File: src/rtl/seq_1011_frame_tx.sv
// Serial frame transmitter: sync word 1011, then DATA_W payload bits MSB first,
// then GAP_CYCLES idle cycles. One payload word is accepted per frame via valid/ready.
module seq_1011_frame_tx #(
  parameter int DATA_W     = 8,
  parameter int GAP_CYCLES = 1
) (
  input  logic              clk,
  input  logic              rst,
  input  logic [DATA_W-1:0] data_in,
  input  logic              data_valid,
  output logic              data_ready,
  output logic              dout,
  output logic              dout_valid,
  output logic              busy,
  output logic              frame_done
);

  localparam int CNT_MAX = (DATA_W > GAP_CYCLES) ? ((DATA_W > 4) ? DATA_W : 4)
                                                 : ((GAP_CYCLES > 4) ? GAP_CYCLES : 4);
  localparam int CNT_W   = $clog2(CNT_MAX);

  localparam logic [3:0]       SYNC_WORD = 4'b1011;
  localparam logic [CNT_W-1:0] SYNC_LAST = CNT_W'(3);
  localparam logic [CNT_W-1:0] DATA_LAST = CNT_W'(DATA_W - 1);
  localparam logic [CNT_W-1:0] GAP_LAST  = CNT_W'(GAP_CYCLES - 1);
  localparam logic [CNT_W-1:0] CNT_ONE   = CNT_W'(1);

  typedef enum logic [1:0] {
    S_IDLE,
    S_SYNC,
    S_DATA,
    S_GAP
  } state_t;

  state_t             r_state;
  logic [CNT_W-1:0]   r_cnt;
  logic [DATA_W-1:0]  r_sr;
  logic               r_dout;
  logic               r_dout_valid;
  logic               r_busy;
  logic               r_ready;
  logic               r_frame_done;

  logic [DATA_W-1:0]  w_sr_shift;
  logic               w_sync_next;

  assign w_sr_shift  = r_sr << 1;
  // Sync bit that will be on the line after cnt advances by one (order 1,0,1,1).
  assign w_sync_next = SYNC_WORD[2'd2 - r_cnt[1:0]];

  // Outputs are registered alongside the state, so each branch loads the
  // values that belong to the state being entered.
  // NOTE: sequential state uses non-blocking assignments only, so every
  // right-hand side below sees the pre-edge register values.
  always_ff @(posedge clk) begin
    if (rst) begin
      r_state      <= S_IDLE;
      r_cnt        <= '0;
      r_sr         <= '0;
      r_dout       <= 1'b0;
      r_dout_valid <= 1'b0;
      r_busy       <= 1'b0;
      r_ready      <= 1'b1;
      r_frame_done <= 1'b0;
    end else begin
      // NOTE: defaults first so every path assigns these; later assignments win.
      r_dout       <= 1'b0;
      r_dout_valid <= 1'b0;
      r_frame_done <= 1'b0;
      case (r_state)
        S_IDLE: begin
          r_busy  <= 1'b0;
          r_ready <= 1'b1;
          if (data_valid) begin
            r_state      <= S_SYNC;
            r_cnt        <= '0;
            r_sr         <= data_in;
            r_dout       <= SYNC_WORD[3];
            r_dout_valid <= 1'b1;
            r_busy       <= 1'b1;
            r_ready      <= 1'b0;
          end
        end
        S_SYNC: begin
          r_dout_valid <= 1'b1;
          if (r_cnt == SYNC_LAST) begin
            r_state      <= S_DATA;
            r_cnt        <= '0;
            r_dout       <= r_sr[DATA_W-1];
            r_frame_done <= (DATA_W == 1);
          end else begin
            r_cnt  <= r_cnt + CNT_ONE;
            r_dout <= w_sync_next;
          end
        end
        S_DATA: begin
          r_sr <= w_sr_shift;
          if (r_cnt == DATA_LAST) begin
            r_cnt <= '0;
            if (GAP_CYCLES > 0) begin
              r_state <= S_GAP;
            end else begin
              r_state <= S_IDLE;
              r_busy  <= 1'b0;
              r_ready <= 1'b1;
            end
          end else begin
            r_cnt        <= r_cnt + CNT_ONE;
            r_dout       <= w_sr_shift[DATA_W-1];
            r_dout_valid <= 1'b1;
            r_frame_done <= ((r_cnt + CNT_ONE) == DATA_LAST);
          end
        end
        S_GAP: begin
          if (r_cnt == GAP_LAST) begin
            r_state <= S_IDLE;
            r_cnt   <= '0;
            r_busy  <= 1'b0;
            r_ready <= 1'b1;
          end else begin
            r_cnt <= r_cnt + CNT_ONE;
          end
        end
        default: begin
          r_state <= S_IDLE;
          r_busy  <= 1'b0;
          r_ready <= 1'b1;
        end
      endcase
    end
  end

  assign dout       = r_dout;
  assign dout_valid = r_dout_valid;
  assign busy       = r_busy;
  assign data_ready = r_ready;
  assign frame_done = r_frame_done;

endmodule

File: config.mk
export PLATFORM = sky130hd
export DESIGN_NAME = seq_1011_frame_tx
export DESIGN_NICKNAME = d
export VERILOG_FILES = /design/src/rtl/seq_1011_frame_tx.sv
export SDC_FILE = /design/constraint.sdc
export NUM_CORES = 1
export LEC_CHECK = 0
export ABC_AREA = 1
export BUFFER_PORTS_ARGS = -buffer_cell sky130_fd_sc_hd__buf_2
export CORE_MARGIN = 3
export CORE_UTILIZATION = 25
export DETAILED_ROUTE_END_ITERATION = 7
export HOLD_SLACK_MARGIN = 0.08
export RECOVER_POWER = 100
export SYNTH_ARGS = -nofsm -noshare
export SYNTH_HDL_FRONTEND = slang
export SYNTH_SLANG_ARGS = --single-unit
File: constraint.sdc
create_clock -name clk -period 4.3 [get_ports clk]
set_input_delay 0.43 -clock clk [delete_from_list [all_inputs] [get_ports clk]]
set_output_delay 0.43 -clock clk [all_outputs]
set_load 0.005 [all_outputs]
==> impl_metrics.csv, run 1 <==
group,metric,value,unit
power,pwr_density_cell,609.9,nW/um^2
floorplanning,num_io_pins,16,
timing,setup_tns,0,ns
clock_tree,clk_pin_slew,0.07,ns
synthesis,yosys.area.top_type,"dfxtp_1",
route,viasPerCell,4.376,
layout,drive_gt1_share,15.75,%
floorplanning,initial_core_util,26.75,%
route,drtPass1Iterations,4,
grt,overflow,0,
synthesis,synth_top_cell_area_share,35.47,%
place,portBuffers,15,
timing,setup_viol,0,
status,violations,"capacitance limit, slew limit",
critical_path,critPathCaptureType,"flop",
critical_path,arrival,2.96,ns
grt,grt_max_degree,16,
clock_tree,cts_made_buffers,3,
status,outcome,"finished with violations",
floorplanning,die_h,69.75,um
synthesis,syn-num-nets,153,
hold_path,worstHoldPathCells,2,
layout,nNetsFinal,169,
synthesis,ys.flop_type,"dfxtp_1",
critical_path,cp-start-kind,"flop",
place,hpwl,1548,um
route,ant_nets,0,
synthesis,synthTopCellsByArea,"dfxtp_1 35%, ha_1 14%, nand2_1 13%",
clock_tree,cts-root-buf,"clkbuf_8",
grt,track_usage,9.216,%
timing,period_needed,2.815,ns
synthesis,synth_common_cells,"34 x nand2_1, 18 x dfxtp_1, 16 x inv_1, 11 x ha_1, 11 x nand3_1",
route,avgRoutedWirePerCell,10.45,um
critical_path,crit_top_cell,"inv_1",
power,p_leak,0.5983,nW
timing,fmax,355.2,MHz
timing,period_share,65.47,%
timing,skew,0.004167,ns
route,drt_iter0_drc,34,
power,peakVddDrop,190.7,uV
route,via_count,849,
clock_tree,cts_tree,"built",
synthesis,ys_ff_latch,18,
synthesis,yosysMostFrequentCell,"nand2_1",
timing,slew_headroom,-8.446,%
route,finalWirelength,2027,um
synthesis,synth_cell_types,20,
synthesis,syn_inst,131,
grt,grt_pass1_vias,794,
route,drc_errors,0,
critical_path,critPathMaxStageDelay,1.27,ns
floorplanning,core,3799,sq um
layout,utilization,30.57,%
layout,syn_to_final_growth,14.29,%
grt,grt_antenna_before_repair,0,
job,maxCapViolations,1,
timing,rsz0062_at_grt,"false",
floorplanning,die_w,69.75,um
critical_path,rr_worst_depth,6,
critical_path,path_max_fanout,15,
clock_tree,insertion_delay,0.26,ns
grt,grt_first_pass_wirelength,3512,um
synthesis,synth_async_sr_flop_share,0,%
layout,diodes,0,
timing,maxSlewViolCount,16,
synthesis,yosysWarningCount,0,
critical_path,crit_required,4.45,ns
clock_tree,hold_buffers,0,
clock_tree,cts_setup_buffers,0,
critical_path,crit_chain,"inv_1 -> ha_1 -> inv_1 -> o21ai_0 -> nand3_1 -> o211a_1",
timing,tightest_slew,1.610,ns
clock_tree,cts_resized,0,
hold_path,hold_class,"in -> reg",
floorplanning,fp-row-count,22,
synthesis,synth_area,1016,sq um
power,total_power,0.7082,mW
critical_path,crit_type,"reg -> reg",
clock_tree,cts_htree_levels,1,
floorplanning,die_area,4865,sq um
synthesis,synth_edf_count,0,
synthesis,post_synth.cell_area_avg,7.756,sq um
clock_tree,clock_sinks,18,
place,gp_congestion,0.8788,
layout,fill_cells,434,
synthesis,ys_seq_area_share,35.47,%
timing,hold_viol_final,0,
critical_path,slowest_stage,"o21ai_0",
clock_tree,clk_path_buf_depth,2,
## logic make-up after synthesis
kind of cell | synth area share [%]
AND/OR/NAND/NOR | 26.23
adder cells (fa/ha/maj) | 13.55
buffers and inverters | 9.113
flip-flops | 35.47
AO/OA/AOI/OAI | 15.64
## worst paths after layout
check / start / to / slack (ns)
min reg2reg: busy / busy / 0.44
max: r_state[0] / r_sr[7] / 1.48
max reg2reg: r_state[0] / r_sr[7] / 1.48
min: rst / r_cnt[1] / 0.39
## per-layer routing
metal,vias up,GRT usage (%),share of wire [%]
met5,-,0,0
met4,0,6.383,2.9
met3,4,1.884,3.9
met2,15,13.35,44
met1,374,12.11,49
li1,456,-,-
## critical path: cells and delay by family, from the launching register on
| family | cells | cell delay (ns) |
|---|---|---|
| adder cells (fa/ha/maj) | 1 | 0.37 |
| AND/OR/NAND/NOR | 1 | 0.18 |
| AO/OA/AOI/OAI | 2 | 1.46 |
| buffers and inverters | 2 | 0.35 |
| flip-flops | 1 | 0.35 |
## through the flow
| step | instance area, sq um | setup WS [ns] | instances | hold WS (ns) |
|---|---|---|---|---|
| 4_1_cts | 1174 | 2.209 | 194 | 0.3867 |
| 5_1_grt | 1161 | 1.062 | 194 | 0.3919 |
| 3_3_place_gp | 1119 | 2.310 | 190 | 0.4292 |
| 3_5_place_dp | 1119 | 2.234 | 190 | 0.4376 |
| 6_report | 1161 | 1.485 | 194 | 0.3897 |
| 2_1_floorplan | 1016 | 2.911 | 131 | 0.4332 |
## layout make-up
class / instances / area (sq um) / area share, %
inverters: 16 / 60.06 / 5.172
clock buffers: 4 / 55.05 / 4.741
well taps: 48 / 60.06 / 5.172
multi-input cells: 93 / 551.8 / 47.52
repair buffers: 15 / 73.82 / 6.358
flip-flops and latches: 18 / 360.3 / 31.03
## state kept, by name (all words and copies together) (netlist names)
| signal | cells |
|---|---|
| r_sr | 8 |
| r_cnt | 3 |
| r_state | 2 |
| busy | 1 |
| data_ready | 1 |
| dout | 1 |
| dout_valid | 1 |
| frame_done | 1 |
## power by group
group          internal, mW  switching [mW]  total (mW)
registers             0.221          0.0330       0.254
logic                 0.118           0.196       0.314
clock network        0.0814          0.0589       0.140
total                 0.420           0.288       0.708
## layout by cell type, fill, tap and decap left out, types with 2 or more instances in the layout
master / instances
nand2_1: 36
dfxtp_1: 18
inv_1: 16
buf_2: 14
nand3_1: 11
ha_1: 11
o211a_1: 7
a21oi_1: 7
nor2_1: 7
o21ai_0: 6
clkbuf_8: 4
nand3_2: 3
a31oi_1: 2
Note: power is estimated with default switching activity, not from simulation.
==> run 2, diff against run 1 <==
- clock period: 4.3 -> 2.82 ns (I/O delays scaled with it)
==> impl_metrics.csv, run 2 (synthesis gave the netlist of run 1 again) <==
group,metric,value,unit
status,outcome,"complete, no violations",
clock_tree,cts_htree_levels,1,
route,drc_errors,0,
grt,grt_first_pass_wirelength,3608,um
route,avgRoutedWirePerCell,10.51,um
timing,layout_setup_ws,0.7574,ns
critical_path,arrival,2.21,ns
critical_path,slowest_stage,"o21ai_2",
layout,final_cells,194,
clock_tree,clk_path_buf_depth,2,
hold_path,min_to,"r_cnt[1]",
grt,overflow,0,
clock_tree,insertion_delay,0.26,ns
place,hpwl,1560,um
timing,fmax,484.8,MHz
timing,maxSlewViolCount,0,
critical_path,critPathMaxStageDelay,0.55,ns
critical_path,cp-start-kind,"flop",
place,dp_slack,0.7506,ns
grt,track_usage,9.276,%
layout,final_cell_mix,"36 x nand2_1, 18 x dfxtp_1, 16 x inv_1",
timing,tightest_slew,0.6198,ns
clock_tree,clock_sinks,18,
power,p_leak,0.6041,nW
place,placed_cell_area,1119,sq um
floorplanning,fp-row-count,22,
critical_path,reg2reg_from,"r_state[0]",
hold_path,worstHoldPathCells,2,
critical_path,rr_endpoint,"r_sr[7]",
route,drt_iter0_drc,72,
clock_tree,clk_pin_slew,0.08,ns
timing,hold_viol_final,0,
hold_path,hold_class,"in -> reg",
critical_path,path_max_fanout,15,
grt,grt_antenna_before_repair,0,
hold_path,hp-start,"rst",
place,gp_congestion,0.8802,
route,via_count,848,
floorplanning,die_w,69.75,um
timing,period_share,73.14,%
timing,rsz0062_at_grt,"false",
power,peakVddDrop,331.4,uV
layout,finalInstanceArea,1164,sq um
floorplanning,die_h,69.75,um
floorplanning,num_io_pins,16,
grt,grt_max_degree,16,
layout,top_register,"r_sr",
route,drtPass1Iterations,4,
critical_path,rr_worst_depth,6,
job,maxCapViolations,0,
critical_path,regToRegSetupSlack,0.76,ns
route,ant_nets,0,
layout,diodes,0,
power,pwr_density_cell,932.8,nW/um^2
timing,period_needed,2.063,ns
critical_path,crit_required,2.97,ns
clock_tree,cts_tree,"built",
critical_path,crit_chain,"inv_1 -> ha_1 -> inv_1 -> o21ai_2 -> nand3_1 -> o211a_1",
place,portBuffers,15,
layout,nNetsFinal,169,
layout,syn_to_final_growth,14.53,%
floorplanning,die_area,4865,sq um
clock_tree,cts_resized,0,
clock_tree,cts-root-buf,"clkbuf_8",
timing,slew_headroom,58.68,%
route,viasPerCell,4.371,
layout,drive_gt1_share,16.44,%
critical_path,critPathCaptureType,"flop",
route,finalWirelength,2038,um
clock_tree,cts_setup_buffers,0,
layout,largest_reg_flops,8,
timing,setup_viol,0,
layout,top_regs,"r_sr (8), r_cnt (3), r_state (2)",
layout,mostFrequentLayoutCell,"nand2_1",
timing,setup_tns,0,ns
floorplanning,initial_core_util,26.75,%
clock_tree,cts_made_buffers,3,
place,placed_cells,190,
critical_path,crit_type,"reg -> reg",
timing,skew,0.007649,ns
grt,grt_pass1_vias,809,
critical_path,crit_top_cell,"inv_1",
power,total_power,1.085,mW
floorplanning,core,3799,sq um
clock_tree,hold_buffers,0,
## run 2: cell types whose count changed in the layout (fill, tap and decap cells not counted)
cell / change
nor2_2: -1
nor2_1: +1
o21ai_0: -1
clkbuf_1: -1
buf_2: +1
o21ai_2: +1
## run 2: how the worst max path moves through the flow
| stage | endpoint | startpoint |
|---|---|---|
| after floorplan | r_sr[1] | r_state[0] |
| after detailed placement | r_sr[4] | r_state[0] |
| after global routing | r_sr[3] | r_state[0] |
| after CTS | r_sr[7] | r_state[0] |
| final | r_sr[7] | r_state[0] |
| after global placement | r_sr[7] | r_state[0] |
## run 2: through the flow
| stage | utilization, % | hold WS (ns) |
|---|---|---|
| 2_1_floorplan | - | 0.3511 |
| 3_3_place_gp | 29.45 | 0.4294 |
| 3_5_place_dp | 29.45 | 0.4378 |
| 4_1_cts | 30.90 | 0.2391 |
| 5_1_grt | 30.63 | 0.2397 |
| 6_report | 30.63 | 0.2365 |
## run 2: where the power goes
group	total (mW)	leakage (nW)	switching (mW)	internal, mW
registers	0.387	0.148	0.0502	0.337
clock network	0.215	0.0288	0.0913	0.124
logic	0.483	0.427	0.306	0.178
## run 2: final cells by class
class                   instances  area (sq um)
well taps                      48         60.06
clock buffers                   4         55.05
fillers                       426          2635
flip-flops and latches         18         360.3
repair buffers                 15         75.07
inverters                      16         60.06
multi-input cells              93         553.0
## run 2: critical path: cells and delay by family, from the launching register on
family | cells | cell delay (ns)
AND/OR/NAND/NOR | 1 | 0.15
buffers and inverters | 2 | 0.37
adder cells (fa/ha/maj) | 1 | 0.38
flip-flops | 1 | 0.35
AO/OA/AOI/OAI | 2 | 0.69
## run 2: metal layers
layer / wire, um / vias to the layer above / global-route usage [%]
met5: 0 / - / 0
met4: 54 / 0 / 6.170
met2: 876 / 22 / 13.35
met3: 97 / 4 / 1.884
li1: - / 455 / -
met1: 1010 / 367 / 12.37
